**src/rtl/fc_result_collector.sv**
```systemverilog
// rtl/fc_result_collector.sv - ping-pong result buffer at the consumer end of the fc output stream
//
// Captures M signed results per output vector into one of two banks. A bank that has
// been filled completely is offered to the reader through vec_valid/vec_ack. While
// the reader works on one bank, the fc block can stream the next vector into the
// other bank.
//
// Build option:
//   FC_COLLECT_RELU_EN  when defined, negative results are stored as 0 on capture.
//
// Ports:
//   clk        rising-edge clock
//   reset      asynchronous, active-low reset
//   in_valid   result word valid (from fc output_valid)
//   in_data    signed result word (from fc output_data)
//   in_ready   collector can accept a word (to fc output_ready)
//   vec_valid  a complete vector is readable in the current read bank
//   vec_ack    one-cycle pulse: the reader is done with the current read bank
//   rd_addr    element index within the current read bank
//   rd_data    registered read data, one cycle after rd_addr
module fc_result_collector #(
    parameter int M = 4,
    parameter int T = 16,
    localparam int LOGM = $clog2(M)
) (
    input  logic                clk,
    input  logic                reset,
    input  logic                in_valid,
    input  logic signed [T-1:0] in_data,
    output logic                in_ready,
    output logic                vec_valid,
    input  logic                vec_ack,
    input  logic [LOGM-1:0]     rd_addr,
    output logic signed [T-1:0] rd_data
);

    localparam logic [LOGM-1:0] LAST_IDX = LOGM'(M - 1);
    localparam logic [LOGM:0]   M_EXT    = (LOGM + 1)'(M);

    // Number of banks holding a complete, unacknowledged vector.
    typedef enum logic [1:0] {
        OCC_EMPTY = 2'd0,
        OCC_ONE   = 2'd1,
        OCC_BOTH  = 2'd2
    } occ_t;

    occ_t            occ_q, occ_d;
    logic            wr_bank_q, wr_bank_d;
    logic            rd_bank_q, rd_bank_d;
    logic [LOGM-1:0] wr_idx_q, wr_idx_d;
    logic [1:0]      full_q, full_d;

    logic signed [T-1:0] mem [2][M];

    logic                accept;
    logic                fill_done;
    logic                ack_fire;
    logic signed [T-1:0] wr_word;

    assign in_ready  = !full_q[wr_bank_q];
    assign vec_valid = full_q[rd_bank_q];
    assign accept    = in_valid && in_ready;
    assign fill_done = accept && (wr_idx_q == LAST_IDX);
    assign ack_fire  = vec_ack && vec_valid;

`ifdef FC_COLLECT_RELU_EN
    assign wr_word = in_data[T-1] ? '0 : in_data;
`else
    assign wr_word = in_data;
`endif

    always_ff @(posedge clk or negedge reset) begin
        if (!reset) begin
            occ_q     <= OCC_EMPTY;
            wr_bank_q <= 1'b0;
            rd_bank_q <= 1'b0;
            wr_idx_q  <= '0;
            full_q    <= 2'b00;
        end else begin
            occ_q     <= occ_d;
            wr_bank_q <= wr_bank_d;
            rd_bank_q <= rd_bank_d;
            wr_idx_q  <= wr_idx_d;
            full_q    <= full_d;
        end
    end

    // A fill can only complete on a non-full bank and an ack only releases a full
    // bank, so when both happen in one cycle they act on different banks and both
    // updates below are applied independently.
    always_comb begin
        occ_d     = occ_q;
        wr_bank_d = wr_bank_q;
        rd_bank_d = rd_bank_q;
        wr_idx_d  = wr_idx_q;
        full_d    = full_q;

        if (accept) begin
            wr_idx_d = fill_done ? '0 : wr_idx_q + 1'b1;
        end
        if (fill_done) begin
            full_d[wr_bank_q] = 1'b1;
            wr_bank_d         = ~wr_bank_q;
        end
        if (ack_fire) begin
            full_d[rd_bank_q] = 1'b0;
            rd_bank_d         = ~rd_bank_q;
        end

        case ({fill_done, ack_fire})
            2'b10: begin
                case (occ_q)
                    OCC_EMPTY: occ_d = OCC_ONE;
                    default:   occ_d = OCC_BOTH;
                endcase
            end
            2'b01: begin
                case (occ_q)
                    OCC_BOTH: occ_d = OCC_ONE;
                    default:  occ_d = OCC_EMPTY;
                endcase
            end
            default: occ_d = occ_q;
        endcase
    end

    // Storage is not reset; a partial vector is simply overwritten after reset.
    always_ff @(posedge clk) begin
        if (accept) begin
            mem[wr_bank_q][wr_idx_q] <= wr_word;
        end
    end

    // Read port runs every cycle regardless of vec_valid; out-of-range
    // addresses (only possible when M is not a power of two) return 0.
    always_ff @(posedge clk or negedge reset) begin
        if (!reset) begin
            rd_data <= '0;
        end else if ({1'b0, rd_addr} < M_EXT) begin
            rd_data <= mem[rd_bank_q][rd_addr];
        end else begin
            rd_data <= '0;
        end
    end

endmodule
```
**config.mk**
```make
export PLATFORM = sky130hd
export DESIGN_NAME = fc_result_collector
export DESIGN_NICKNAME = d
export VERILOG_FILES = /design/src/rtl/fc_result_collector.sv
export SDC_FILE = /design/constraint.sdc
export NUM_CORES = 1
export LEC_CHECK = 0
export ABC_CLOCK_PERIOD_IN_PS = 6100
export CAP_MARGIN = 10
export CORE_AREA = 2 2 100 102
export CTS_CLUSTER_SIZE = 24
export DETAILED_ROUTE_END_ITERATION = 6
export DIE_AREA = 0 0 102 104
export HOLD_SLACK_MARGIN = 0.08
export PLACE_DENSITY = 0.85
export SKIP_CTS_REPAIR_TIMING = 1
export SLEW_MARGIN = 20
export SYNTH_ARGS = -nofsm -noshare
export SYNTH_HDL_FRONTEND = slang
export SYNTH_SLANG_ARGS = --single-unit
```
**constraint.sdc**
```tcl
create_clock -name clk -period 6.1 [get_ports clk]
set_clock_uncertainty 0.1 [all_clocks]
set_input_delay 1.22 -clock clk [delete_from_list [all_inputs] [get_ports clk]]
set_output_delay 1.22 -clock clk [all_outputs]
set_load 0.1 [all_outputs]
```
==> flow_summary.rst, run 1 <==
.. list-table::
   :header-rows: 1

   * - Metric
     - Value
   * - Status
     - finished clean
   * - Share of the synthesized netlist area taken by xor and xnor gates
     - 0
   * - Launching element type of the critical path
     - flop
   * - Seq/Total Area, Yosys
     - 0.782
   * - Antenna violations before repair
     - 0
   * - Distinct cells, synth
     - 21
   * - Remaining antenna violation count
     - 0
   * - Worst Slack Setup Final
     - about 2.2 ns
   * - Number of setup violations in the final report
     - 0
   * - Hold violation total from the final report
     - 0
   * - Setup repair after global routing missed its margin
     - no
   * - Area growth from synthesis to layout
     - 20.7%
   * - Drt first pass iters
     - 4
   * - Leftover overflow at the end of global routing
     - 0
   * - Area used by multi-input combinational logic
     - roughly 1200 µm²
   * - Largest fanout on the critical path
     - 8
   * - I/O Pins
     - 40
   * - Core occupancy in the finished layout
     - 0.710
   * - Basic-gate share of the synthesized area counting and, or, nand and nor cells
     - 0.0156
   * - Max Clk Rate
     - between 0.2 and 0.3 GHz
   * - Share of post-route cells with drive strength above 1
     - 0.294
   * - Syn Inst Count
     - 243
   * - Worst Setup Slack post-DPL
     - 2.77 ns
   * - Worst vdd ir
     - ~0.45 mV
   * - Final net count
     - roughly 330
   * - Initial drt markers
     - 231
   * - Crit path DAT
     - between 2 and 3 ns
   * - Total of max-cap violations
     - 0
   * - Final worst path period need
     - just under 4 ns
   * - Gr usage total
     - 0.214
   * - Worst-skew pair later-pin latency
     - about 0.52 ns
   * - Compound-Gate Fraction of Synth Area
     - 0.00490
   * - Number of buffers inserted during clock tree synthesis
     - 17
   * - Clock-pin slew of the registers on the worst-case setup and hold paths
     - roughly 0.060 ns
   * - Type of destination of the critical path
     - output port
   * - Remaining max-slew budget at the tightest pin
     - 0.327
   * - Power per Cell Area
     - 495 nW/µm²
   * - Routed wire per std cell
     - 22.6 µm
   * - First-pass GRT wire length
     - about 16 mm
   * - HPWL after detailed placement
     - roughly 5.6 mm
   * - Core Box Area
     - 9550 µm²
   * - LEAKAGE
     - between 0.002 and 0.0025 µW
   * - Main combinational cell family by area after synthesis
     - multiplexers
   * - Sequential cell area
     - approximately 4400 µm²
   * - Post-Layout Cell Count
     - around 450
   * - Number of input and output port buffers inserted
     - 39
   * - Per-cell via count in the routed design
     - around 5.7
   * - Synthesized net count
     - approximately 270
   * - Number of rows created at floorplan
     - 36
   * - Number of buffers on the longest clock path
     - 2
   * - Mux share of post-synthesis cell area
     - 0.171
   * - Starting Density
     - 0.588
   * - Share of the cycle needed by the critical path after routing
     - 0.633
   * - Synthesized area
     - about 5600 µm²
   * - Die outline area
     - roughly 11000 µm²
   * - Post-layout power
     - 3350 µW
   * - Clk sinks
     - 150
   * - Floorplan die height
     - about 100 µm
   * - Warnings from Yosys
     - 0
   * - Arithmetic-cell share of the synthesized area counting full adders, half adders and majority gates
     - 0.00891
   * - Via count of the first global-routing pass
     - about 2800
   * - Clock root buffer master
     - sky130_fd_sc_hd__clkbuf_8
   * - Die width
     - approximately 100 µm
   * - Wire length after detailed routing
     - ~10 mm
   * - Synthesized area divided by synthesized cell count
     - between 20 and 25 µm²
   * - CTS H-tree depth
     - 4
   * - Required @ worst endpoint
     - around 4.8 ns
   * - Routability-driven placement congestion ratio
     - 0.684
   * - Total via count in the routed design
     - 2555
   * - Post-placement cell count
     - 414
   * - Fillcell total
     - roughly 570
   * - Number of synthesized register bits
     - 150
   * - Path type of the worst setup path
     - reg -> out
   * - Maximum number of pins on one net before global-route repair
     - 36
   * - Min-Delay Path Class
     - reg -> reg
   * - Remaining design rule violation count
     - 0
   * - Clock tree from TritonCTS
     - yes
   * - Slew at the pin closest to its max-slew limit
     - just over 1 ns
   * - Final Max Tran Viols
     - 0
   * - Total Neg Setup Slack
     - 0 ns
   * - Antenna fix cells
     - 0
logic make-up (layout without fill, tap and decap cells):
logic type / after synthesis / in the layout
AO/OA/AOI/OAI: 4 / 4
adder cells (fa/ha/maj): 4 / 4
buffers and inverters: 13 / 83
flip-flops: 150 / 150
multiplexers: 52 / 52
AND/OR/NAND/NOR: 20 / 20
layout make-up:
| class | count | area share |
|---|---|---|
| Clock inverter | 14 | 0.0260 |
| Tap cell | 133 | 0.0245 |
| Sequential cell | 150 | 0.648 |
| Inverter | 2 | 0.00111 |
| Multi-Input combinational cell | 80 | 0.170 |
| Clock buffer | 18 | 0.0616 |
| Timing Repair Buffer | 49 | 0.0686 |
power breakdown:
part / leakage, µW / switching [µW] / internal, µW / total [µW]
Sequential: 0.00142 / 70.0 / 1290 / 1360
Clock: 0.000274 / 401 / 627 / 1030
Combinational: 0.000611 / 644 / 324 / 969
registers in the layout (all words and copies together), names as in the netlist:
register   flops
mem          128
rd_data       16
full_q         2
wr_idx_q       2
rd_bank_q      1
wr_bank_q      1
per-stage QoR:
stage                     instance area, µm²  hold WS, ns
final                                   6780        0.476
after global routing                    6780        0.503
after CTS                               6780        0.478
after detailed placement                6190        0.464
after global placement                  6190        0.452
after floorplan                         5620        0.405
worst max-delay path, stage by stage, from the launching register on:
cell                              delay (ns)
sky130_fd_sc_hd__dfrtp_1                0.56
sky130_fd_sc_hd__mux2i_1                0.30
sky130_fd_sc_hd__clkdlybuf4s50_1        1.17
cell usage after synthesis, drive strengths merged:
| library cell | n | share of area |
|---|---|---|
| dfrtp | 22 | 0.098 |
| nor2 | 8 | 0.0053 |
| mux2 | 19 | 0.038 |
| ha | 4 | 0.0089 |
| nand2 | 5 | 0.0033 |
| inv | 2 | 0.0013 |
| mux4 | 32 | 0.13 |
| a31oi | 1 | 0.0011 |
| clkbuf | 3 | 0.0020 |
| buf | 8 | 0.014 |
| nand2b | 2 | 0.0022 |
| mux2i | 1 | 0.0018 |
| a21oi | 1 | 0.00089 |
| edfxtp | 128 | 0.68 |
| o22a | 1 | 0.0016 |
| a21o | 1 | 0.0013 |
| and3 | 1 | 0.0011 |
| nor3 | 4 | 0.0036 |
per-layer routing:
| layer | track usage | routed length, µm |
|---|---|---|
| met1 | 0.300 | 3810 |
| met2 | 0.321 | 5310 |
| met3 | 0.0618 | 865 |
| met4 | 0.0857 | 89 |
| met5 | 0 | 0 |
final timing paths:
path | slack, ns | depth (start not counted) | start | endpoint
worst min-delay path | 0.48 | 1 | wr_idx_q[1]$_DFFE_PN0N_ | wr_idx_q[1]$_DFFE_PN0N_
worst min register to register | 0.48 | 1 | wr_idx_q[1]$_DFFE_PN0N_ | wr_idx_q[1]$_DFFE_PN0N_
max in group asynchronous | 4.66 | 2 | reset | rd_bank_q$_DFFE_PN0P_
min in group asynchronous | 0.97 | 2 | reset | rd_data[2]$_DFF_PN0_
worst max-delay path | 2.24 | 2 | wr_bank_q$_DFFE_PN0N_ | in_ready
worst max register to register | 3.97 | 3 | wr_bank_q$_DFFE_PN0N_ | mem[1][23]$_DFFE_PP_
cell usage in the layout (no fill, tap or decap), types with 2 or more instances in the layout:
cell                              Yosys  layout
sky130_fd_sc_hd__bufinv_16            0       3
sky130_fd_sc_hd__nand2_1              5       5
sky130_fd_sc_hd__inv_1                2       2
sky130_fd_sc_hd__inv_6                0       3
sky130_fd_sc_hd__edfxtp_1           128     128
sky130_fd_sc_hd__mux4_1               5       5
sky130_fd_sc_hd__clkinvlp_4           0       5
sky130_fd_sc_hd__clkinv_4             0       2
sky130_fd_sc_hd__nand2b_1             2       2
sky130_fd_sc_hd__buf_4                0      10
sky130_fd_sc_hd__mux2_2              19      19
sky130_fd_sc_hd__mux4_2              27      27
sky130_fd_sc_hd__nor3_2               0       3
sky130_fd_sc_hd__ha_1                 4       4
sky130_fd_sc_hd__dfrtp_1             22      21
sky130_fd_sc_hd__clkbuf_16            0      16
sky130_fd_sc_hd__clkdlybuf4s50_1      0      39
sky130_fd_sc_hd__nor2_1               8       8
(Power assumes the default switching activity.)
==> run 2, diff against run 1 <==
Settings changed: ABC_CLOCK_PERIOD_IN_PS 6100 to 3450, CORE_AREA 2 2 100 102 to 2 2 107 109, DIE_AREA 0 0 102 104 to 0 0 109 111, PLACE_DENSITY 0.85 to 0.79.
Clock period 6.1 ns to 3.45 ns, I/O delays scaled along.
==> run 2 against run 1 <==
  * Non-clock buffer count rose by 3
  * Total power is 77% higher
  * Die area increased by 14%
  * Sequential power rose by 81%
  * Setup slack lost 1.4 ns
  * Final area about the same
  * Clock-buffer cell count rose by 3
  * Largest power group unchanged
==> flow_summary.rst, run 2 (synthesis gave the netlist of run 1 again) <==
.. list-table::
   :header-rows: 1

   * - Metric
     - Value
   * - Number of setup violations in the final report
     - 0
   * - Clock tree from TritonCTS
     - yes
   * - Cell depth of the worst setup path
     - 2
   * - Total of max-cap violations
     - 0
   * - Critical path destination
     - vec_valid
   * - Final worst path period need
     - roughly 2.6 ns
   * - Internal power
     - between 4000 and 5000 µW
   * - Total via count in the routed design
     - approximately 2600
   * - Switching share of power
     - 0.320
   * - Remaining design rule violation count
     - 0
   * - Type of destination of the critical path
     - output port
   * - Commonest non-fill, non-tap cell in the layout
     - sky130_fd_sc_hd__edfxtp_1
   * - Critical R2R Capture
     - rd_data[14]$_DFF_PN0_
   * - Antenna violations before repair
     - 0
   * - Beginning of the worst register-to-register path
     - rd_bank_q$_DFFE_PN0P_
   * - Wire length after detailed routing
     - between 9 and 10 mm
   * - Hold wc startpoint
     - wr_idx_q[1]$_DFFE_PN0N_
   * - Core Box Area
     - 11100 µm²
   * - Share of post-route cells with drive strength above 1
     - 0.349
   * - Max FFs per register
     - 128
   * - Number of rows created at floorplan
     - 39
   * - Remaining antenna violation count
     - 0
   * - Fillcell total
     - ~740
   * - Share of power burned in combinational logic
     - 0.270
   * - Cells along the critical path
     - mux2_2, buf_4
   * - Remaining max-slew budget at the tightest pin
     - 0.550
   * - Max Clk Rate
     - roughly 0.38 GHz
   * - Initial drt markers
     - 195
   * - Worst setup slack for register-to-register paths
     - approximately 1.1 ns
   * - Per-cell via count in the routed design
     - 5.57
   * - Core occupancy in the finished layout
     - 0.612
   * - Antenna fix cells
     - 0
   * - Share of the cycle needed by the critical path after routing
     - 0.765
   * - Min-Delay Path Class
     - reg -> reg
   * - Worst vdd ir
     - 0.583 mV
   * - Slew at the pin closest to its max-slew limit
     - 0.675 ns
   * - Leftover overflow at the end of global routing
     - 0
   * - CTS H-tree depth
     - 4
   * - Critical path launch point
     - rd_bank_q$_DFFE_PN0P_
   * - Via count of the first global-routing pass
     - roughly 2700
   * - Power per Cell Area
     - around 880 nW/µm²
   * - Highest-count cells in the layout ignoring fill and taps
     - 128 x sky130_fd_sc_hd__edfxtp_1, 31 x sky130_fd_sc_hd__buf_4, 27 x sky130_fd_sc_hd__mux4_2
   * - Hold violation total from the final report
     - 0
   * - Final net count
     - around 330
   * - Clock root buffer master
     - sky130_fd_sc_hd__clkbuf_16
   * - Starting Density
     - 0.507
   * - Status
     - finished clean
   * - Area growth from synthesis to layout
     - 20.7%
   * - Drt first pass iters
     - 4
   * - LEAKAGE
     - roughly 0.0024 µW
   * - Cell with the biggest individual delay on the critical path
     - sky130_fd_sc_hd__dfrtp_2
   * - Required @ worst endpoint
     - about 2.7 ns
   * - Net switching power
     - approximately 1900 µW
   * - Die width
     - roughly 110 µm
   * - Number of buffers on the longest clock path
     - 2
   * - Reg power frac
     - 0.414
   * - Post-layout power
     - just under 6000 µW
   * - Number of buffers and inverters on the critical path
     - 1
   * - Crit path DAT
     - approximately 1.9 ns
   * - Final Max Tran Viols
     - 0
   * - Routed wire per std cell
     - 21.7 µm
   * - Routability-driven placement congestion ratio
     - 0.735
   * - Floorplan die height
     - about 110 µm
   * - Setup repair after global routing missed its margin
     - no
   * - First-pass GRT wire length
     - roughly 15 mm
   * - Number of buffers inserted during clock tree synthesis
     - 17
   * - Largest fanout on the critical path
     - 22
   * - HPWL after detailed placement
     - 5.51 mm
   * - Depth of the worst register-to-register path
     - 3
   * - Clk sinks
     - 150
   * - Largest Register
     - mem
   * - Proportion of power drawn by the clock network
     - 0.315
   * - I/O Pins
     - 40
   * - Total Neg Setup Slack
     - 0 ns
   * - Die outline area
     - 12100 µm²
   * - Worst-skew pair later-pin latency
     - around 0.41 ns
   * - Maximum cell stage delay along the critical path
     - about 0.80 ns
   * - Delay-heaviest family, CP
     - flip-flops
   * - Biggest registers after layout
     - mem (128), rd_data (16)
   * - Number of input and output port buffers inserted
     - 39
   * - Maximum number of pins on one net before global-route repair
     - 33
   * - Clock-pin slew of the registers on the worst-case setup and hold paths
     - 0.06 ns
   * - Gr usage total
     - 0.182
   * - Path type of the worst setup path
     - reg -> out
   * - Launching element type of the critical path
     - flop
## run 2: how the worst min path moves through the flow
stage | end | slack, ns | cells past startpoint
floorplan | full_q[0]$_DFF_PN0_ | 0.29 | 0
global placement | full_q[1]$_DFF_PN0_ | 0.44 | 2
detailed placement | full_q[1]$_DFF_PN0_ | 0.47 | 2
CTS | full_q[1]$_DFF_PN0_ | 0.48 | 2
global route | wr_idx_q[1]$_DFFE_PN0N_ | 0.51 | 1
finish | wr_idx_q[1]$_DFFE_PN0N_ | 0.48 | 1
## run 2: worst reg2reg max path, cell delays in order (launching register included)
cell	delay [ns]
sky130_fd_sc_hd__dfrtp_2	0.80
sky130_fd_sc_hd__buf_4	0.43
sky130_fd_sc_hd__mux4_1	0.61
sky130_fd_sc_hd__mux2_2	0.27
## run 2: per-layer routing
metal,vias up,share of wire,global-route usage
met3,15,0.056,0.0535
met2,75,0.52,0.287
met4,0,0.016,0.0718
met5,-,0,0
li1,1116,-,-
met1,1345,0.41,0.240
## run 2: cell type report
cell class	instances	area, µm²	area share
Tap cell	143	179	0.0264
Multi-Input combinational cell	80	1150	0.169
Timing Repair Buffer	52	443	0.0653
Inverter	2	7.51	0.00111
Sequential cell	150	4400	0.648
Clock inverter	10	156	0.0231
Clock buffer	21	450	0.0664
## run 2: stage by stage
stage | cell area, µm² | setup slack, ns | std cells | hold WS [ns]
6_report | 6780 | 0.810 | 458 | 0.478
5_1_grt | 6780 | 0.690 | 458 | 0.507
4_1_cts | 6780 | 0.748 | 458 | 0.484
3_5_place_dp | 6170 | 0.985 | 427 | 0.469
3_3_place_gp | 6170 | 0.990 | 427 | 0.442
2_1_floorplan | 5620 | 0.448 | 243 | 0.294
## run 2: power by group through the flow
stage / registers [µW] / clock network [µW] / logic (µW)
after floorplan: 2920 / 0 / 846
after global placement: 2480 / 0 / 1600
after detailed placement: 2500 / 0 / 1620
after CTS: 2470 / 1910 / 1630
after global routing: 2500 / 1980 / 1690
final: 2460 / 1880 / 1610
==> run 3, diff against run 2 <==
Settings changed: ABC_CLOCK_PERIOD_IN_PS 3450 to 2600, CORE_AREA 2 2 107 109 to 2 2 102 104, DIE_AREA 0 0 109 111 to 0 0 104 106, PLACE_DENSITY 0.79 to 0.82.
Clock period 3.45 ns to 2.6 ns, I/O delays scaled along.
==> run 3 against run 2 <==
  * Clock power increased by 40%
  * Global-route usage increased by 1.8 points
  * Combinational power increased by 42%
  * Sequential power increased by 33%
  * Setup slack got worse by 0.65 ns
  * Critical path depth unchanged
  * Total power increased by 37%
  * Flip-flop and latch count unchanged
  * Via count increased by 0.63%
  * Worst hold slack got worse by 0.19 ns
  * Wire length increased by 2.3%
  * Register-to-register slack got worse by 0.56 ns
==> flow_summary.rst, run 3 (synthesis gave the netlist of run 1 again) <==
.. list-table::
   :header-rows: 1

   * - Metric
     - Value
   * - I/O Pins
     - 40
   * - Status
     - finished clean
   * - Drt first pass iters
     - 4
   * - Remaining max-slew budget at the tightest pin
     - 0.640
   * - Starting Density
     - 0.562
   * - Antenna violations before repair
     - 0
   * - Final net count
     - 330
   * - Max Clk Rate
     - 0.410 GHz
   * - Required @ worst endpoint
     - about 2 ns
   * - LEAKAGE
     - 0.00239 µW
   * - Number of setup violations in the final report
     - 0
   * - Remaining antenna violation count
     - 0
   * - Biggest registers after layout
     - mem (128), rd_data (16)
   * - Power per Cell Area
     - between 1000 and 1500 nW/µm²
   * - Share of post-route cells with drive strength above 1
     - 0.366
   * - Setup repair after global routing missed its margin
     - no
   * - CTS H-tree depth
     - 4
   * - Hold violation total from the final report
     - 0
   * - HPWL after detailed placement
     - around 5.6 mm
   * - Final worst path period need
     - 2.44 ns
   * - Path type of the worst setup path
     - reg -> out
   * - Remaining design rule violation count
     - 0
   * - Highest-count cells in the layout ignoring fill and taps
     - 128 x sky130_fd_sc_hd__edfxtp_1, 28 x sky130_fd_sc_hd__buf_4, 27 x sky130_fd_sc_hd__mux4_2
   * - Routability-driven placement congestion ratio
     - slightly above 0.7
   * - Largest Register
     - mem
   * - Clock-pin slew of the registers on the worst-case setup and hold paths
     - 0.06 ns
   * - Final Max Tran Viols
     - 0
   * - Wire length after detailed routing
     - 10.1 mm
   * - Min-Delay Path Class
     - in -> async
   * - Crit path DAT
     - about 1.8 ns
   * - Max FFs per register
     - about 130
   * - Area growth from synthesis to layout
     - 22.4%
   * - Total via count in the routed design
     - 2567
   * - Worst vdd ir
     - between 1 and 1.5 mV
   * - Total of max-cap violations
     - 0
   * - Slew at the pin closest to its max-slew limit
     - about 0.54 ns
   * - Post-layout power
     - 8180 µW
   * - Initial drt markers
     - around 290
   * - Per-cell via count in the routed design
     - 5.67
   * - Number of buffers inserted during clock tree synthesis
     - 17
   * - Gr usage total
     - 0.200
   * - Number of rows created at floorplan
     - 37
   * - Floorplan die height
     - between 100 and 150 µm
   * - Via count of the first global-routing pass
     - 2787
   * - Share of the cycle needed by the critical path after routing
     - 0.938
   * - Commonest non-fill, non-tap cell in the layout
     - sky130_fd_sc_hd__edfxtp_1
   * - Die width
     - around 100 µm
   * - Core Box Area
     - ~10000 µm²
   * - Clock tree from TritonCTS
     - yes
   * - Clock root buffer master
     - sky130_fd_sc_hd__clkbuf_8
   * - Number of buffers on the longest clock path
     - 2
   * - Type of destination of the critical path
     - output port
   * - Routed wire per std cell
     - roughly 22 µm
   * - Worst-skew pair later-pin latency
     - a little over 0.5 ns
   * - Total Neg Setup Slack
     - 0 ns
   * - Launching element type of the critical path
     - flop
   * - Clk sinks
     - 150
   * - Number of input and output port buffers inserted
     - 39
   * - Antenna fix cells
     - 0
   * - Die outline area
     - 11000 µm²
   * - Maximum number of pins on one net before global-route repair
     - 33
   * - Leftover overflow at the end of global routing
     - 0
   * - First-pass GRT wire length
     - about 16 mm
   * - Largest fanout on the critical path
     - 17
[run 3: changes by cell type in the layout (fill, tap and decap cells not counted)]
| cell | before | now |
|---|---|---|
| sky130_fd_sc_hd__buf_12 | 0 | 4 |
| sky130_fd_sc_hd__buf_4 | 31 | 28 |
| sky130_fd_sc_hd__clkbuf_1 | 3 | 0 |
| sky130_fd_sc_hd__inv_6 | 0 | 3 |
| sky130_fd_sc_hd__clkinv_2 | 4 | 2 |
| sky130_fd_sc_hd__bufinv_16 | 4 | 5 |
| sky130_fd_sc_hd__clkbuf_16 | 17 | 16 |
| sky130_fd_sc_hd__clkbuf_8 | 1 | 2 |
| sky130_fd_sc_hd__clkinvlp_4 | 1 | 2 |
| sky130_fd_sc_hd__inv_8 | 0 | 1 |
| sky130_fd_sc_hd__mux2i_1 | 1 | 0 |
| sky130_fd_sc_hd__mux2i_2 | 0 | 1 |
[run 3: path summary, 6_finish.rpt]
path / from / end / slack (ns) / cells after the start
setup / recovery: rd_bank_q$_DFFE_PN0P_ / vec_valid / 0.16 / 2
hold / removal: reset / rd_data[4]$_DFF_PN0_ / 0.29 / 2
setup reg to reg: rd_bank_q$_DFFE_PN0P_ / rd_data[3]$_DFF_PN0_ / 0.57 / 3
hold reg to reg: wr_idx_q[1]$_DFFE_PN0N_ / wr_idx_q[1]$_DFFE_PN0N_ / 0.48 / 1
max in group asynchronous: reset / rd_bank_q$_DFFE_PN0P_ / 1.83 / 2
min in group clk: wr_idx_q[1]$_DFFE_PN0N_ / wr_idx_q[1]$_DFFE_PN0N_ / 0.48 / 1
[run 3: worst max-delay path, stage by stage, from the launching register on]
cell	delay, ns
sky130_fd_sc_hd__dfrtp_2	0.71
sky130_fd_sc_hd__mux2_2	0.42
sky130_fd_sc_hd__buf_12	0.17
[run 3: power breakdown]
part           total [µW]  internal [µW]  switching (µW)
sequential           3260           3020             238
combinational        2280            812            1460
clock                2640           1690             947
total                8180           5530            2650
[run 3: layout make-up]
type                       instances  area, µm²
tap                              136        170
timing repair buffer              53        500
clock inverter                    14        221
inverter                           2       7.51
sequential                       150       4400
multi-input combinational         80       1150
clock buffer                      18        428
fill                             624       3120
[run 3: stage by stage]
step           area [µm²]  hold WS (ns)   util  cells  setup WS [ns]
3_3_place_gp         6230         0.444  0.623    421          0.507
4_1_cts              6880         0.281  0.688    453          0.117
3_5_place_dp         6230         0.474  0.623    421          0.466
5_1_grt              6880         0.306  0.688    453         0.0699
2_1_floorplan        5620         0.124      -    243          0.175
6_report             6880         0.288  0.688    453          0.162
[run 3: per-layer routing]
metal  vias up  part of all wire  routed length (µm)  track usage
met5         -                 0                   0            0
met4         0             0.013                 128       0.0695
met3        10             0.069                 702       0.0472
met2        96              0.51                5220        0.324
met1      1338              0.40                4100        0.273
li1       1123                 -                   -            -
==> patch 1, RTL diff (settings of run 2) <==
The option `FC_COLLECT_RELU_EN` is turned on by a define.
--- a/src/rtl/fc_result_collector.sv
+++ b/src/rtl/fc_result_collector.sv
@@ -19,4 +19,6 @@
 //   rd_addr    element index within the current read bank
 //   rd_data    registered read data, one cycle after rd_addr
+`define FC_COLLECT_RELU_EN
+
 module fc_result_collector #(
     parameter int M = 4,
Check against the original RTL: not equivalent (a bounded check fails within 4 cycles, from zero or initial values and one cycle with reset low).
==> patch 1 against run 2 <==
Sequential share of layout area decreased by 2.5 points. Worst setup slack improved by 410 ps. Total power decreased by 4.7%. Utilization decreased by 1.4 points. Wire length decreased by 3.2%. Area after synthesis decreased by 2.7%. Cell area decreased by 2.3%. Sequential cell count decreased by 9. Critical endpoint is now mem[1][31].
==> patch 1: results (changes against run 2) <==
stage	metric	value	unit	change
outcome	outcome	finished, final reports clean		
routing	drt first pass iters	4		unchanged
finish	layout cell share with drive strength beyond 1	25.7	%	-9.2 points
global_routing	first-pass GRT wire length	15300	um	+0.14%
clock_tree	CTS root buffer	clkbuf_16		
power_and_ir_drop	Comb pwr share	27.3	%	+0.3 points
floorplan	die area	0.0121	sq mm	unchanged
worst_setup_path	critical path's slowest cell	and2_1		
placement	placed insts	426		-0.23%
sta	Setup violations, final	0		unchanged
clock_tree	cts bufs inserted	17		unchanged
min_path	WHS Endpoint	rd_bank_q		
run	max cap viols	0		unchanged
finish	fillcell total	770		+4.8%
power_and_ir_drop	Max IR drop VDD	710	uV	+22%
logic_synthesis	synth cell count leaders	edfxtp_1 (120), mux4_1 (26), dfrtp_1 (21)		
min_path	Hold Crit Class	reg -> reg		
placement	dpl cell area	0.00600	sq mm	-2.8%
clock_tree	latest clock arrival within the worst-skew pair	410	ps	about the same
routing	Vias	2474		-3.0%
logic_synthesis	syn_nets	272		+1.1%
placement	routability congestion estimate	0.736		about the same
global_routing	all-layer global routing usage	18.2	%	-0.063 points
logic_synthesis	number of synthesized flops with an enable pin	120		-6.3%
sta	Worst Tran Pin Value	849	ps	+174 ps
finish	antenna cell count	0		unchanged
worst_setup_path	Reg2Reg Depth	3		unchanged
placement	DP Wirelength	5420	um	-1.8%
sta	Final period util	64.6	%	-12 points
worst_setup_path	Worst Path Max Fanout	15		-32%
placement	Port Buffer Count	38		-2.6%
worst_setup_path	arrival time worst endpoint	2150	ps	+300 ps
finish	fin nets	328		-0.30%
min_path	hold path cells	2		+1
global_routing	initial antenna violation count	0		unchanged
logic_synthesis	Seq/Total Area, Yosys	75.5	%	-2.7 points
worst_setup_path	CP max stage delay	690	ps	-110 ps
logic_synthesis	Netlist cell types	24		+14%
finish	largest registers	mem: 120 flops, rd_data: 15 flops		
routing	Routed WL	9610	um	-3.2%
logic_synthesis	most common cell in the synthesized netlist	edfxtp_1		
global_routing	grt met3 use	4.59	%	-0.76 points
worst_setup_path	r2r startpoint	rd_bank_q		
global_routing	vias in the first global route	2714		-1.1%
logic_synthesis	ys async rst share	14.9	%	+0.23 points
logic_synthesis	synthesized instance count	246		+1.2%
power_and_ir_drop	static leakage	2.40	nW	+1.8%
logic_synthesis	Syn. warnings	0		unchanged
clock_tree	CTS H-tree depth	4		unchanged
min_path	hold path start	rd_bank_q		
global_routing	pin count of the biggest net entering global routing	31		-6.1%
routing	DRT iter0 DRCs	192		-1.5%
worst_setup_path	FF-to-FF End	rd_data[13]		
global_routing	met1 Resource Use GR	22.6	%	-1.4 points
logic_synthesis	main area contributors after synthesis	edfxtp_1 (66%), mux4_1 (12%), dfrtp_1 (9.6%)		
routing	vias per cell	5.40		-3.0%
power_and_ir_drop	clock power share	33.3	%	+1.8 points
global_routing	met2 GRT Util	30.3	%	+1.5 points
power_and_ir_drop	switching power of the nets	1.80	mW	-5.7%
worst_setup_path	flop2flop setup slack	1370	ps	+240 ps
## patch 1: routing by layer
metal  share of wire, %  vias up
met3                4.1        7
met1                 40     1282
met4               0.88        0
met2                 55       62
met5                  0        -
li1                   -     1123
## patch 1: worst max path at each step
| stage | slack (ps) | endpoint | cells past startpoint | startpoint |
|---|---|---|---|---|
| after floorplan | 620 | wr_idx_q[0] | 3 | wr_bank_q |
| after global placement | 880 | mem[0][0] | 4 | in_valid |
| after detailed placement | 810 | mem[1][31] | 3 | in_valid |
| after CTS | 1210 | in_ready | 2 | wr_bank_q |
| after global routing | 1110 | in_ready | 2 | wr_bank_q |
| final | 1220 | mem[1][31] | 3 | in_valid |
## patch 1: cells by family after synthesis
family	Yosys count	share of synthesized area, %
fa+ha+maj	4	0.916
mux	49	18.0
other cells	1	0.0686
flops	141	75.5
compound gates	4	0.412
simple gates	33	3.46
buf+inv	14	1.58
## patch 1: final cells by class
cell class                 count  area [sq um]  area share [%]
clock buffer                  18           429            6.48
timing repair buffer          48           425            6.42
sequential                   141          4130            62.3
multi-input combinational     91          1260            19.0
tap                          143           179            2.70
inverter                       3          11.3           0.170
clock inverter                14           193            2.91
## patch 1: metrics by stage
step	power [mW]	hold WS [ps]	setup WS, ps	utilization (%)
final	5.67	465	1220	59.8
after floorplan	3.47	294	616	-
after global routing	5.89	490	1110	59.8
after CTS	5.73	465	1210	59.8
after global placement	3.79	443	877	54.2
after detailed placement	3.83	452	809	54.2
## patch 1: worst max-delay path, delay by kind of cell
family                 cells  cell delay (ps)
buffers and inverters      1              550
AND/OR/NAND/NOR            2              910
==> patch 2, RTL diff (config.mk and constraints of run 2) <==
Without the edit above. Make the reset (`reset`) synchronous in 2 clocked blocks. Comments in the files are not updated.
--- a/src/rtl/fc_result_collector.sv
+++ b/src/rtl/fc_result_collector.sv
@@ -70,5 +70,5 @@
 `endif
 
-    always_ff @(posedge clk or negedge reset) begin
+    always_ff @(posedge clk) begin
         if (!reset) begin
             occ_q     <= OCC_EMPTY;
@@ -134,5 +134,5 @@
     // Read port runs every cycle regardless of vec_valid; out-of-range
     // addresses (only possible when M is not a power of two) return 0.
-    always_ff @(posedge clk or negedge reset) begin
+    always_ff @(posedge clk) begin
         if (!reset) begin
             rd_data <= '0;
Formal check against the unedited RTL: differs if reset is asserted again (counterexample within 4 cycles, from zero or initial values and one cycle with reset low); with reset held inactive, the same outputs for 10 cycles.
==> patch 2 against run 2 <==
Maximum frequency grew 0.71%. Largest cell class unchanged. Worst setup slack better by 19 ps. Wire length decreased by 0.93%. Cell area fell by 1.3%. Sequential cell count increased by 1. Area after synthesis is 0.27% lower. Critical endpoint is now rd_data[12]. Sequential share of layout area fell by 0.50 points. Count of clock-buffer cells in the layout down 4. Synthesized cell count is 9.5% higher.
Power is not compared: it rests on default switching activity, and its combinational part moved more than twofold at a synthesized area within 25%.
==> patch 2: results (changes against run 2) <==
stage	metric	value	unit	change
sta	worst hold margin	425	ps	-52.8 ps
finish	Non-Filler Instances	482		+5.2%
routing	drt first pass iters	4		unchanged
min_path	Hold Crit Class	reg -> reg		
logic_synthesis	Syn. warnings	0		unchanged
routing	drt wl/cell	20.4	um	-5.9%
logic_synthesis	main area contributors after synthesis	edfxtp_1 (69%), mux4_2 (13%), dfxtp_1 (8.2%)		
placement	DP Wirelength	5750	um	+4.3%
global_routing	all-layer global routing usage	18.3	%	+0.085 points
routing	DRT iter0 DRCs	184		-5.6%
clock_tree	clock tree buffer depth	2		unchanged
logic_synthesis	number of synthesized flops with an enable pin	128		unchanged
power_and_ir_drop	Max IR drop VDD	391	uV	
sta	final setup margin	829	ps	+18.5 ps
logic_synthesis	syn_area_per_cell	21.1	sq um	-8.9%
worst_setup_path	arrival time worst endpoint	1830	ps	-20 ps
global_routing	vias in the first global route	2825		+3.0%
worst_setup_path	CP delay by family, top	buffers and inverters		
clock_tree	CTS H-tree depth	4		unchanged
sta	Slew headroom	35.7	%	-19 points
global_routing	pin count of the biggest net entering global routing	22		-33%
routing	Vias	2660		+4.3%
worst_setup_path	CP max stage delay	1120	ps	+320 ps
power_and_ir_drop	static leakage	2.24	nW	
finish	fin nets	352		+7.0%
placement	Port Buffer Count	39		unchanged
worst_setup_path	flop2flop setup slack	1440	ps	+310 ps
global_routing	first-pass GRT wire length	15600	um	+2.3%
placement	placed insts	450		+5.4%
finish	layout cell share with drive strength beyond 1	27.7	%	-7.2 points
placement	Setup Slack @ Placement	554	ps	-432 ps
worst_setup_path	Worst Path Max Fanout	1		-95%
placement	routability congestion estimate	0.727		-1.1%
logic_synthesis	Seq/Total Area, Yosys	76.8	%	-1.4 points
placement	dpl cell area	0.00613	sq mm	-0.71%
logic_synthesis	syn_nets	292		+8.6%
logic_synthesis	synth cell count leaders	edfxtp_1 (128), mux4_2 (32), dfxtp_1 (23)		
clock_tree	cts bufs inserted	17		unchanged
finish	antenna cell count	0		unchanged
logic_synthesis	Netlist cell types	27		+29%
outcome	outcome	finished, final reports clean		
logic_synthesis	Synth area leader	edfxtp_1		
clock_tree	clk slew on worst S/H paths	60	ps	about the same
logic_synthesis	ys async rst share	0	%	-15 points
worst_setup_path	critical path's slowest cell	clkdlybuf4s50_1		
## patch 2: cell count changes after synthesis, moves of 4 or more
| cell | delta |
|---|---|
| dfxtp_1 | +23 |
| dfrtp_1 | -22 |
| mux2_2 | -19 |
| mux2i_1 | +15 |
| nor2_1 | +8 |
| inv_1 | +5 |
| mux4_1 | -5 |
| mux4_2 | +5 |
| and2_1 | +4 |
| buf_1 | -4 |
| buf_2 | +4 |
| nand2_1 | -4 |
## patch 2: worst register-to-register path, cell delays in order, from the launching register on
cell     delay (ps)
dfxtp_1         370
nor3b_1         350
and2_1          630
buf_4           280
## patch 2: cell type report
cell class / count / area [sq um]
flip-flops and latches: 151 / 4310
well taps: 143 / 179
repair buffers: 53 / 448
inverters: 7 / 26.3
clock buffers: 17 / 425
clock inverters: 15 / 136
fillers: 783 / 4380
multi-input cells: 96 / 1170
## patch 2: final timing paths
path / start / to / cells past startpoint
hold / removal: wr_idx_q[1] / wr_idx_q[1] / 2
setup / recovery: rd_data[12] / rd_data[12] / 1
hold reg to reg: wr_idx_q[1] / wr_idx_q[1] / 2
setup reg to reg: wr_bank_q / mem[0][4] / 3
## patch 2: metal layers
metal | global-route usage [%] | wire length, um | vias to the layer above | part of all wire [%]
met1 | 25.8 | 4370 | 1389 | 44
met3 | 5.17 | 441 | 4 | 4.5
met5 | 0 | 0 | - | 0
met4 | 6.84 | 38 | 0 | 0.39
met2 | 27.5 | 4980 | 76 | 51
li1 | - | - | 1191 | -
## patch 2: power breakdown
part	internal [mW]	leakage (nW)	total (mW)	switching [mW]
Clock	1.05	0.261	1.73	0.681
Sequential	2.03	1.35	2.04	0.0134
Combinational	0.0982	0.624	0.289	0.191
## patch 2: logic make-up (layout without fill, tap and decap cells)
logic type	count (synthesis)	count (layout)	share of synthesized area [%]
mux	49	49	16.0
fa+ha+maj	4	4	0.893
simple gates	30	30	2.59
compound gates	13	13	1.45
flops	151	151	76.8
buf+inv	19	92	2.28
